===== config.mk =====
export PLATFORM = sky130hd
export DESIGN_NAME = pong_engine
export DESIGN_NICKNAME = d
export VERILOG_FILES = /design/src/rtl/pong_pkg.sv /design/src/rtl/pong_btn_sync.sv /design/src/rtl/pong_engine.sv
export SDC_FILE = /design/constraint.sdc
export NUM_CORES = 1
export LEC_CHECK = 0
export CORE_ASPECT_RATIO = 2
export CORE_UTILIZATION = 60
export DETAILED_ROUTE_END_ITERATION = 6
export GPL_TIMING_DRIVEN = 1
export HOLD_SLACK_MARGIN = 0.1
export PLACE_DENSITY_LB_ADDON = 0.3
export SYNTH_ARGS = -nofsm -noshare
export SYNTH_HDL_FRONTEND = slang
export SYNTH_HIERARCHICAL = 1
export SYNTH_SLANG_ARGS = --single-unit

===== constraint.sdc =====
create_clock -name clk -period 11.6 [get_ports clk]
set_input_delay 1.74 -clock clk [delete_from_list [all_inputs] [get_ports clk]]
set_output_delay 1.74 -clock clk [all_outputs]
set_load 0.01 [all_outputs]

===== src/rtl/pong_pkg.sv =====
// Shared types and fixed geometry for the pong engine.
package pong_pkg;

  typedef enum logic [1:0] {
    S_IDLE = 2'd0,
    S_PLAY = 2'd1,
    S_MISS = 2'd2,
    S_OVER = 2'd3
  } state_t;

  // Direction encodings: dx=1 moves right, dy=1 moves down.
  localparam logic DIR_RIGHT = 1'b1;
  localparam logic DIR_LEFT  = 1'b0;
  localparam logic DIR_DOWN  = 1'b1;
  localparam logic DIR_UP    = 1'b0;

  localparam logic [11:0] COL_BALL    = 12'hF00;
  localparam logic [11:0] COL_PAD     = 12'h0F0;
  localparam logic [11:0] COL_WALL    = 12'h00F;
  localparam logic [11:0] COL_BG      = 12'h000;
  localparam logic [11:0] COL_BG_OVER = 12'h400;

  localparam logic [9:0] VIS_W = 10'd640;
  localparam logic [9:0] VIS_H = 10'd480;

  localparam logic [9:0] WALL_X0 = 10'd32;
  localparam logic [9:0] WALL_X1 = 10'd35;
  localparam logic [9:0] PAD_X0  = 10'd600;
  localparam logic [9:0] PAD_X1  = 10'd603;

  // Ball bounces off the wall once its left edge is at or inside this column.
  localparam logic [9:0] WALL_BOUNCE_X = 10'd36;
  // Ball is lost once its left edge reaches this column (8 px from the right edge).
  localparam logic [9:0] MISS_X = 10'd632;

  localparam logic [9:0] PARK_X    = 10'd316;
  localparam logic [9:0] PARK_Y    = 10'd236;
  localparam logic [9:0] PAD_Y_RST = 10'd204;

  localparam logic [1:0] LIVES_INIT = 2'd3;

  function automatic logic in_range(input logic [9:0] v, input logic [9:0] lo,
                                    input logic [9:0] hi);
    return (v >= lo) && (v <= hi);
  endfunction

endpackage


===== src/rtl/pong_btn_sync.sv =====
// Two-flop synchroniser for a raw push button, plus a rising-edge pulse.
module btn_sync (
  input  logic clk,
  input  logic rst,
  input  logic btn,
  output logic level,
  output logic rise
);

  logic meta;
  logic sync;
  logic prev;

  // Synchroniser chain and one extra flop for edge detection.
  always_ff @(posedge clk) begin
    if (rst) begin
      meta <= 1'b0;
      sync <= 1'b0;
      prev <= 1'b0;
    end else begin
      meta <= btn;
      sync <= meta;
      prev <= sync;
    end
  end

  assign level = sync;
  assign rise  = sync & ~prev;

endmodule


===== src/rtl/pong_engine.sv =====
// Single-player pong: paddle, ball, lives/hits bookkeeping and pixel colour.
//
// state | meaning
// IDLE  | ball parked, waiting for a start press
// PLAY  | ball moving, bounces and paddle hits resolved each frame
// MISS  | ball frozen for MISS_WAIT frames after passing the paddle
// OVER  | no lives left, red background, waiting for a start press
module pong_engine
  import pong_pkg::*;
#(
  parameter int BALL_SZ   = 8,
  parameter int PAD_H     = 72,
  parameter int PAD_SPD   = 4,
  parameter int BALL_V    = 2,
  parameter int MISS_WAIT = 60
) (
  input  logic        clk,
  input  logic        rst,
  input  logic        select,
  input  logic [9:0]  hcount,
  input  logic [9:0]  vcount,
  input  logic        video_on,
  input  logic        btn_up,
  input  logic        btn_down,
  input  logic        btn_start,
  output logic [11:0] rgb,
  output logic [7:0]  hits,
  output logic [1:0]  lives,
  output logic        game_over
);

  localparam logic [9:0] SZ     = 10'(BALL_SZ);
  localparam logic [9:0] PH     = 10'(PAD_H);
  localparam logic [9:0] PS     = 10'(PAD_SPD);
  localparam logic [9:0] BV     = 10'(BALL_V);
  localparam logic [9:0] PY_MAX = VIS_H - PH;
  localparam int         MW     = (MISS_WAIT > 1) ? $clog2(MISS_WAIT + 1) : 1;
  localparam logic [MW-1:0] MISS_LOAD = MW'(MISS_WAIT);
  localparam logic [MW-1:0] MISS_LAST = MW'(1);

  logic up_lvl, up_rise, down_lvl, down_rise, start_lvl, start_rise;
  logic unused_sync;

  btn_sync u_sync_up (
    .clk   (clk),
    .rst   (rst),
    .btn   (btn_up),
    .level (up_lvl),
    .rise  (up_rise)
  );

  btn_sync u_sync_down (
    .clk   (clk),
    .rst   (rst),
    .btn   (btn_down),
    .level (down_lvl),
    .rise  (down_rise)
  );

  btn_sync u_sync_start (
    .clk   (clk),
    .rst   (rst),
    .btn   (btn_start),
    .level (start_lvl),
    .rise  (start_rise)
  );

  assign unused_sync = up_rise ^ down_rise ^ start_lvl;

  state_t        state, state_nx;
  logic [9:0]    bx, bx_nx, by, by_nx, py, py_nx;
  logic          dx, dx_nx, dy, dy_nx;
  logic [1:0]    lives_nx;
  logic [7:0]    hits_nx;
  logic [MW-1:0] miss_cnt, miss_cnt_nx;
  logic          frame_tick;
  logic          start_pend;
  logic          dx_b, dy_b;
  logic [9:0]    bx_far, by_far;
  logic          pad_hit;
  logic          ball_px, pad_px, wall_px;

  assign bx_far = bx + SZ;
  assign by_far = by + SZ;

  // One frame tick per frame, at the first pixel after the visible area.
  always_ff @(posedge clk) begin
    if (rst) frame_tick <= 1'b0;
    else     frame_tick <= select && (hcount == '0) && (vcount == VIS_H);
  end

  // A start edge may arrive anywhere in the frame; hold it until the next tick.
  always_ff @(posedge clk) begin
    if (rst) start_pend <= 1'b0;
    else     start_pend <= (start_pend & ~frame_tick) | start_rise;
  end

  assign pad_hit = (dx == DIR_RIGHT) && in_range(bx_far, PAD_X0, PAD_X1) &&
                   (by_far > py) && (by < py + PH);

  // Game state register.
  always_ff @(posedge clk) begin
    if (rst) begin
      state    <= S_IDLE;
      bx       <= PARK_X;
      by       <= PARK_Y;
      dx       <= DIR_RIGHT;
      dy       <= DIR_DOWN;
      py       <= PAD_Y_RST;
      lives    <= LIVES_INIT;
      hits     <= '0;
      miss_cnt <= '0;
    end else begin
      state    <= state_nx;
      bx       <= bx_nx;
      by       <= by_nx;
      dx       <= dx_nx;
      dy       <= dy_nx;
      py       <= py_nx;
      lives    <= lives_nx;
      hits     <= hits_nx;
      miss_cnt <= miss_cnt_nx;
    end
  end

  // Per-frame update: paddle motion, FSM transitions, ball physics.
  always_comb begin
    state_nx    = state;
    bx_nx       = bx;
    by_nx       = by;
    dx_nx       = dx;
    dy_nx       = dy;
    py_nx       = py;
    lives_nx    = lives;
    hits_nx     = hits;
    miss_cnt_nx = miss_cnt;
    dx_b        = dx;
    dy_b        = dy;

    if (frame_tick) begin
      if (state != S_OVER) begin
        if (up_lvl && !down_lvl) begin
          py_nx = (py >= PS) ? py - PS : '0;
        end else if (down_lvl && !up_lvl) begin
          py_nx = (py + PS >= PY_MAX) ? PY_MAX : py + PS;
        end
      end

      case (state)
        S_IDLE: begin
          if (start_pend) state_nx = S_PLAY;
        end
        S_PLAY: begin
          if (bx >= MISS_X) begin
            lives_nx    = lives - 2'd1;
            miss_cnt_nx = MISS_LOAD;
            state_nx    = S_MISS;
          end else begin
            if (by <= BV)            dy_b = DIR_DOWN;
            if (by_far >= VIS_H - BV) dy_b = DIR_UP;
            if (bx <= WALL_BOUNCE_X) dx_b = DIR_RIGHT;
            if (pad_hit) begin
              dx_b = DIR_LEFT;
              if (hits != 8'hFF) hits_nx = hits + 8'd1;
            end
            dx_nx = dx_b;
            dy_nx = dy_b;
            bx_nx = (dx_b == DIR_RIGHT) ? bx + BV : bx - BV;
            by_nx = (dy_b == DIR_DOWN)  ? by + BV : by - BV;
          end
        end
        S_MISS: begin
          if (miss_cnt == MISS_LAST) begin
            miss_cnt_nx = '0;
            if (lives == 2'd0) begin
              state_nx = S_OVER;
            end else begin
              bx_nx    = PARK_X;
              by_nx    = PARK_Y;
              dx_nx    = DIR_RIGHT;
              dy_nx    = DIR_DOWN;
              state_nx = S_PLAY;
            end
          end else begin
            miss_cnt_nx = miss_cnt - MISS_LAST;
          end
        end
        S_OVER: begin
          if (start_pend) begin
            lives_nx = LIVES_INIT;
            hits_nx  = '0;
            bx_nx    = PARK_X;
            by_nx    = PARK_Y;
            dx_nx    = DIR_RIGHT;
            dy_nx    = DIR_DOWN;
            state_nx = S_IDLE;
          end
        end
        default: state_nx = S_IDLE;
      endcase
    end
  end

  assign game_over = (state == S_OVER);

  assign ball_px = (state != S_OVER) && (hcount >= bx) && (hcount < bx_far) &&
                   (vcount >= by) && (vcount < by_far);
  assign pad_px  = in_range(hcount, PAD_X0, PAD_X1) && (vcount >= py) && (vcount < py + PH);
  assign wall_px = in_range(hcount, WALL_X0, WALL_X1);

  // Pixel colour, registered so it lines up with the registered syncs.
  always_ff @(posedge clk) begin
    if (rst)              rgb <= COL_BG;
    else if (!video_on)   rgb <= COL_BG;
    else if (ball_px)     rgb <= COL_BALL;
    else if (pad_px)      rgb <= COL_PAD;
    else if (wall_px)     rgb <= COL_WALL;
    else if (game_over)   rgb <= COL_BG_OVER;
    else                  rgb <= COL_BG;
  end

endmodule


==> metrics.md, run 1 <==
| Metric | Value |
|---|---|
| Initial antenna violation count | 0 |
| Gr ovfl total | 0 |
| Largest net degree at the start of global routing | between 40 and 50 |
| Max cap viols | 0 |
| ANT nets after route | 0 |
| Actual slew at the worst max-slew pin | 1.09 ns |
| Core outline area | 8650 um2 |
| Worst Skew | 0.00510 ns |
| Max clock buf depth | 2 |
| Postcts setup bufs | 0 |
| Die area | 9290 um2 |
| Pwr/cell area | 86.0 nW/um2 |
| Layout area overhead | 14.3% |
| DP HPWL | 12200 um |
| Final setup fails | 0 |
| Status | finished, final reports clean |
| # hold bufs at CTS | 0 |
| Final setup margin | a little under 7 ns |
| Setup TNS | 0 ns |
| Commonest cells after routing, fill and taps aside | ha_1, dfxtp_1, nor2_1 |
| Worst Path Arrival | 4.97 ns |
| Share of layout cells above drive strength 1 | 5.06% |
| WP buf/inv | 2 |
| Clock transition at path regs | 0.06 ns |
| Max IR drop VDD | 0.000102 V |
| Initial DRC count | approximately 240 |
| CTS Root Cell | clkbuf_16 |
| Post-layout min period | roughly 4.7 ns |
| GR Util All Layers | 36.3% |
| Initial Util | between 60% and 70% |
| DP Worst Slack | 6.96 ns |
| WS Path Type | flip-flop to flip-flop |
| Max stage delay cell, worst path | dfxtp_1 |
| Relative slew slack | a little over a quarter |
| Htree depth | 3 |
| Static leakage | 2.55 nW |
| Die Y | 135 um |
| Via count of the routed design | between 5k and 6k |
| Post-synthesis cell area | approximately 5300 um2 |
| First-pass GRT wire length | between 20000 and 25000 um |
| Vias per cell | 6.42 |
| Layout Nets | just over 800 |
| Post-Route WL | 15800 um |
| CP top delay family | compound AO/OA/AOI/OAI gates |
| RSZ-0062 raised after global routing | no |
| DIE WIDTH | 68.7 um |
| Syn_area_per_cell | 7.88 um2 |
| Row count | 48 |
| Clock Sinks | 59 |
| Max Fclk | around 0.21 GHz |
| Crit-path max cell delay | 0.53 ns |
| Commonest non-fill, non-tap cell in the layout | ha_1 |
| Initial DRT Pass Iterations | 5 |
| Diodes inserted | 0 |
| Yosys warnings | 6 |
| Max-slew violations | 0 |
| DRC | 0 |
| Hold Fails Final Rpt | 0 |
| Port-buffer cells | 49 |
| CTS tree | done |
| Vias in the first global route | a little over 5k |
| DR WL/cell | 19.5 um |
| Clock Latency Late Sink | approximately 0.35 ns |
| CTS buffer count | 9 |
| Crit path launch type | flip-flop |
| Max Fanout on Critical Path | 11 |
| Net count after synthesis | 792 |
| Top Ports | 50 |
| Resize count post-CTS | 0 |
| Min-Delay Path Class | flip-flop to flip-flop |
| Critical Path Sink Type | flip-flop |
| CP Data Required Time | 11.88 ns |
| Post-Syn Instances | approximately 680 |
| Final worst path period share | between 40% and 50% |
| GPL Wtd Cong | 0.939 |
| Worst path cell trace | inv_1 -> nor3_1 -> o21ai_0 -> xnor2_1 -> ha_1 -> a21oi_1 -> and3_1 -> o211ai_1 -> nor4_4 -> nor2_1 -> inv_1 -> ha_1 -> a21o_1 -> a21oi_1 -> o21ai_0 -> o41ai_1 -> xnor2_1 -> mux2i_1 |
-- cell type report --
| cell class | count | area, um2 |
|---|---|---|
| clock buffer | 10 | 239 |
| clock inverter | 6 | 63.8 |
| fill | 741 | 2550 |
| inverter | 52 | 195 |
| multi-input combinational | 534 | 3780 |
| sequential | 59 | 1180 |
| tap | 100 | 125 |
| timing repair buffer | 51 | 505 |
-- routing by layer --
metal	routed length (um)	global-route usage, %	up-vias
met3	821	11.9	82
met1	5280	30.4	2458
met2	8370	62.6	178
li1	-	-	2497
met4	1370	34.0	0
met5	0	0	-
-- path summary, 6_finish.rpt --
path                                           to  cells after the start  slack [ns]             start
worst max register to register              bx[9]                     18        6.91             py[4]
worst max-delay path                        bx[9]                     18        6.91             py[4]
worst min register to register  u_sync_down/level                      1        0.44  u_sync_down/meta
worst min-delay path            u_sync_down/level                      1        0.44  u_sync_down/meta
-- report_power, final --
| group | total (mW) | leakage, nW | internal (mW) | switching [mW] |
|---|---|---|---|---|
| registers | 0.205 | 0.477 | 0.204 | 0.000632 |
| clock network | 0.279 | 0.145 | 0.172 | 0.107 |
| logic | 0.0403 | 1.92 | 0.0191 | 0.0212 |
-- metrics by stage --
step / util, % / std cells / hold slack [ns] / power (mW) / area, um2
6_report: 70.5 / 812 / 0.435 / 0.524 / 6090
5_1_grt: 70.5 / 812 / 0.457 / 0.534 / 6090
4_1_cts: 70.5 / 812 / 0.437 / 0.524 / 6090
3_5_place_dp: 67.0 / 796 / 0.423 / 0.248 / 5790
3_3_place_gp: 67.0 / 796 / 0.421 / 0.247 / 5790
2_1_floorplan: - / 677 / 0.414 / 0.228 / 5330
-- registers in the layout, indices dropped and copies added (netlist names), 2 cells and up --
register and flops:
bx 9, by 9, hits 8, py 8, miss_cnt 6, rgb 4, lives 2, state 2
-- worst register-to-register path, delay by kind of cell, from the launching register on --
| kind | cells | cell delay [ns] |
|---|---|---|
| buffers and inverters | 2 | 0.44 |
| XOR/XNOR | 2 | 0.39 |
| flip-flops | 1 | 0.53 |
| AO/OA/AOI/OAI | 7 | 1.36 |
| AND/OR/NAND/NOR | 4 | 1.20 |
| multiplexers | 1 | 0.20 |
| adder cells (fa/ha/maj) | 2 | 0.52 |
Power figures use the tool's default switching activity.
==> inputs of run 2 (changes only) <==
--- a/config.mk
+++ b/config.mk
@@ -6,7 +6,7 @@
 export NUM_CORES = 1
 export LEC_CHECK = 0
 export CORE_ASPECT_RATIO = 2
-export CORE_UTILIZATION = 60
+export CORE_UTILIZATION = 59
 export DETAILED_ROUTE_END_ITERATION = 6
 export GPL_TIMING_DRIVEN = 1
 export HOLD_SLACK_MARGIN = 0.1
==> constraint.sdc (replaced) <==
create_clock -name clk -period 4.6 [get_ports clk]
set_input_delay 0.69 -clock clk [delete_from_list [all_inputs] [get_ports clk]]
set_output_delay 0.69 -clock clk [all_outputs]
set_load 0.01 [all_outputs]
==> run 2 against run 1 <==
  * Critical endpoint unchanged
  * Non-clock buffer count is 13 higher
  * Setup slack worse by 6.7 ns
  * Design area rose by 2.5%
==> metrics.md, run 2 (synthesis results as in run 1) <==
| Metric | Value |
|---|---|
| Clock Latency Late Sink | 0.34 ns (about the same) |
| Worst Path Arrival | 4.61 ns (-0.36 ns) |
| Max-slew violations | 0 (unchanged) |
| Hold Path Origin | u_sync_down/meta |
| Htree depth | 3 (unchanged) |
| Worst Skew | 0.00428 ns (-0.000824 ns) |
| Actual slew at the worst max-slew pin | 1.13 ns (+0.0457 ns) |
| CTS tree | done |
| Row count | 48 (unchanged) |
| GR Util All Layers | 34.7% (-1.7 points) |
| Internal | 1.04 mW (+160%) |
| Layout area overhead | 17.2% |
| Psw | 0.324 mW (+150%) |
| Clk pwr share | 54.8% (+1.5 points) |
| Die Y | 136 um (+0.83%) |
| Initial DRT Pass Iterations | 5 (unchanged) |
| Final setup fails | 0 (unchanged) |
| Core outline area | 8710 um2 (+0.69%) |
| WS Path Type | flip-flop to flip-flop |
| Share of layout cells above drive strength 1 | 7.86% (+2.8 points) |
| CP Data Required Time | 4.87 ns (-7.01 ns) |
| Top Ports | 50 (unchanged) |
| Clock transition at path regs | 0.06 ns (about the same) |
| CP Launch Point | by[3] |
| Switch share | 23.7% (-0.94 points) |
| DRC | 0 (unchanged) |
| Max clock buf depth | 2 (unchanged) |
| Initial DRC count | 221 (-6.0%) |
| DIE WIDTH | 69.2 um (+0.82%) |
| Placed Instance Area | 5880 um2 (+1.6%) |
| Post-layout instance area | 6250 um2 (+2.5%) |
| Static leakage | 2.63 nW (+3.5%) |
| CTS buffer count | 9 (unchanged) |
| Initial Util | 61.2% (-0.43 points) |
| Status | finished, final reports clean |
| GPL Wtd Cong | 0.942 (+0.29%) |
| First-pass GRT wire length | 25300 um (+3.1%) |
| RSZ-0062 raised after global routing | no |
| Port-buffer cells | 49 (unchanged) |
| ANT nets after route | 0 (unchanged) |
| Crit path launch type | flip-flop |
| Max cap viols | 0 (unchanged) |
| Hold Fails Final Rpt | 0 (unchanged) |
| Max IR drop VDD | 0.000289 V (+180%) |
| Reg power frac | 37.8% (-1.2 points) |
| Commonest non-fill, non-tap cell in the layout | ha_1 |
| Post-layout min period | 4.34 ns (-0.349 ns) |
| Diodes inserted | 0 (unchanged) |
| Largest registers | bx: 9 flops, by: 9 flops |
| Vias in the first global route | 5474 (+6.0%) |
| Final worst path period share | 94.5% (+54 points) |
| Die area | 9450 um2 (+1.7%) |
| Setup TNS | 0 ns (unchanged) |
| Gr ovfl total | 0 (unchanged) |
| Min-Delay Path Class | flip-flop to flip-flop |
| DR WL/cell | 19.7 um (+1.2%) |
| Relative slew slack | 24.2% (-3.1 points) |
| Fin cells | 825 (+1.6%) |
| Max Fanout on Critical Path | 8 (-3) |
| Layout Nets | 835 (+1.6%) |
| Post-Route WL | 16300 um (+2.8%) |
| Clock Sinks | 59 (unchanged) |
| Via count of the routed design | 5282 (+1.3%) |
| Placed cells | 808 (+1.5%) |
| R2R Path Start | by[3] |
| Comb pwr share | 7.4% (-0.3 points) |
| Vias per cell | 6.40 (-0.31%) |
| Commonest cells after routing, fill and taps aside | ha_1, nor2_1, dfxtp_1 |
| Initial antenna violation count | 0 (unchanged) |
| CTS Root Cell | clkbuf_16 |
| # hold bufs at CTS | 0 (unchanged) |
| Critical Path Sink Type | flip-flop |
| Max Fclk | 0.230 GHz (+8.0%) |
| DP HPWL | 12800 um (+5.1%) |
| Largest net degree at the start of global routing | 23 (-50%) |
| Pwr/cell area | 218 nW/um2 (+150%) |
## run 2: changes by cell type in the layout (fill, tap and decap cells not counted), sizes merged
cell,change
buf,+13
bufinv,+1
clkinv,+2
clkinvlp,-2
clkbuf,-1
## run 2: repair_timing
item                       4_1_cts  5_1_grt
resized for setup                1        7
setup buffers                    0        1
pin swaps                        0        1
setup endpoints to repair        1        4
## run 2: critical path: stages (launching register included)
cell and delay, ns:
dfxtp_2 0.39, ha_1 0.25, inv_1 0.05, or3_1 0.38, xnor2_2 0.20, inv_1 0.07
ha_1 0.30, nand3_1 0.13, nor2_1 0.06, a221oi_2 0.29, nor4_4 0.10, nor2_2 0.20
inv_1 0.17, fa_1 0.44, a21o_1 0.19, a21oi_2 0.17, o21ai_0 0.16, o41ai_2 0.29
xnor2_1 0.19, mux2i_1 0.21
## run 2: through the flow
| step | power (mW) | utilization (%) | hold slack [ns] | setup WS (ns) |
|---|---|---|---|---|
| after floorplan | 0.574 | - | 0.414 | 0.431 |
| after global placement | 0.623 | 67.5 | 0.429 | 0.161 |
| after detailed placement | 0.627 | 67.5 | 0.442 | -0.0515 |
| after CTS | 1.37 | 71.4 | 0.454 | 0.00959 |
| after global routing | 1.40 | 71.8 | 0.460 | 0.0299 |
| final | 1.36 | 71.8 | 0.450 | 0.255 |
## run 2: final cells by class
type | count | area (um2)
inverters | 52 | 195
fillers | 702 | 2460
clock inverters | 7 | 100
well taps | 100 | 125
multi-input cells | 534 | 3820
clock buffers | 9 | 225
repair buffers | 64 | 603
flip-flops and latches | 59 | 1180
## run 2: path summary, 6_finish.rpt
check	slack, ns	end	depth (start not counted)
min	0.45	u_sync_down/level	1
min reg2reg	0.45	u_sync_down/level	1
max reg2reg	0.26	bx[9]	19
max	0.26	bx[9]	19
## run 2: power groups by stage
stage	Combinational [mW]	Clock, mW	Sequential, mW
2_1_floorplan	0.0478	0	0.527
3_3_place_gp	0.0959	0	0.527
3_5_place_dp	0.0995	0	0.527
4_1_cts	0.101	0.752	0.516
5_1_grt	0.109	0.771	0.516
6_report	0.101	0.747	0.516
## run 2: layer usage
layer	track usage, %	part of all wire (%)	up-vias
met5	0	0	-
met4	37.2	10	0
met3	7.34	4.0	91
met2	65.4	54	167
met1	27.3	32	2495
li1	-	-	2529
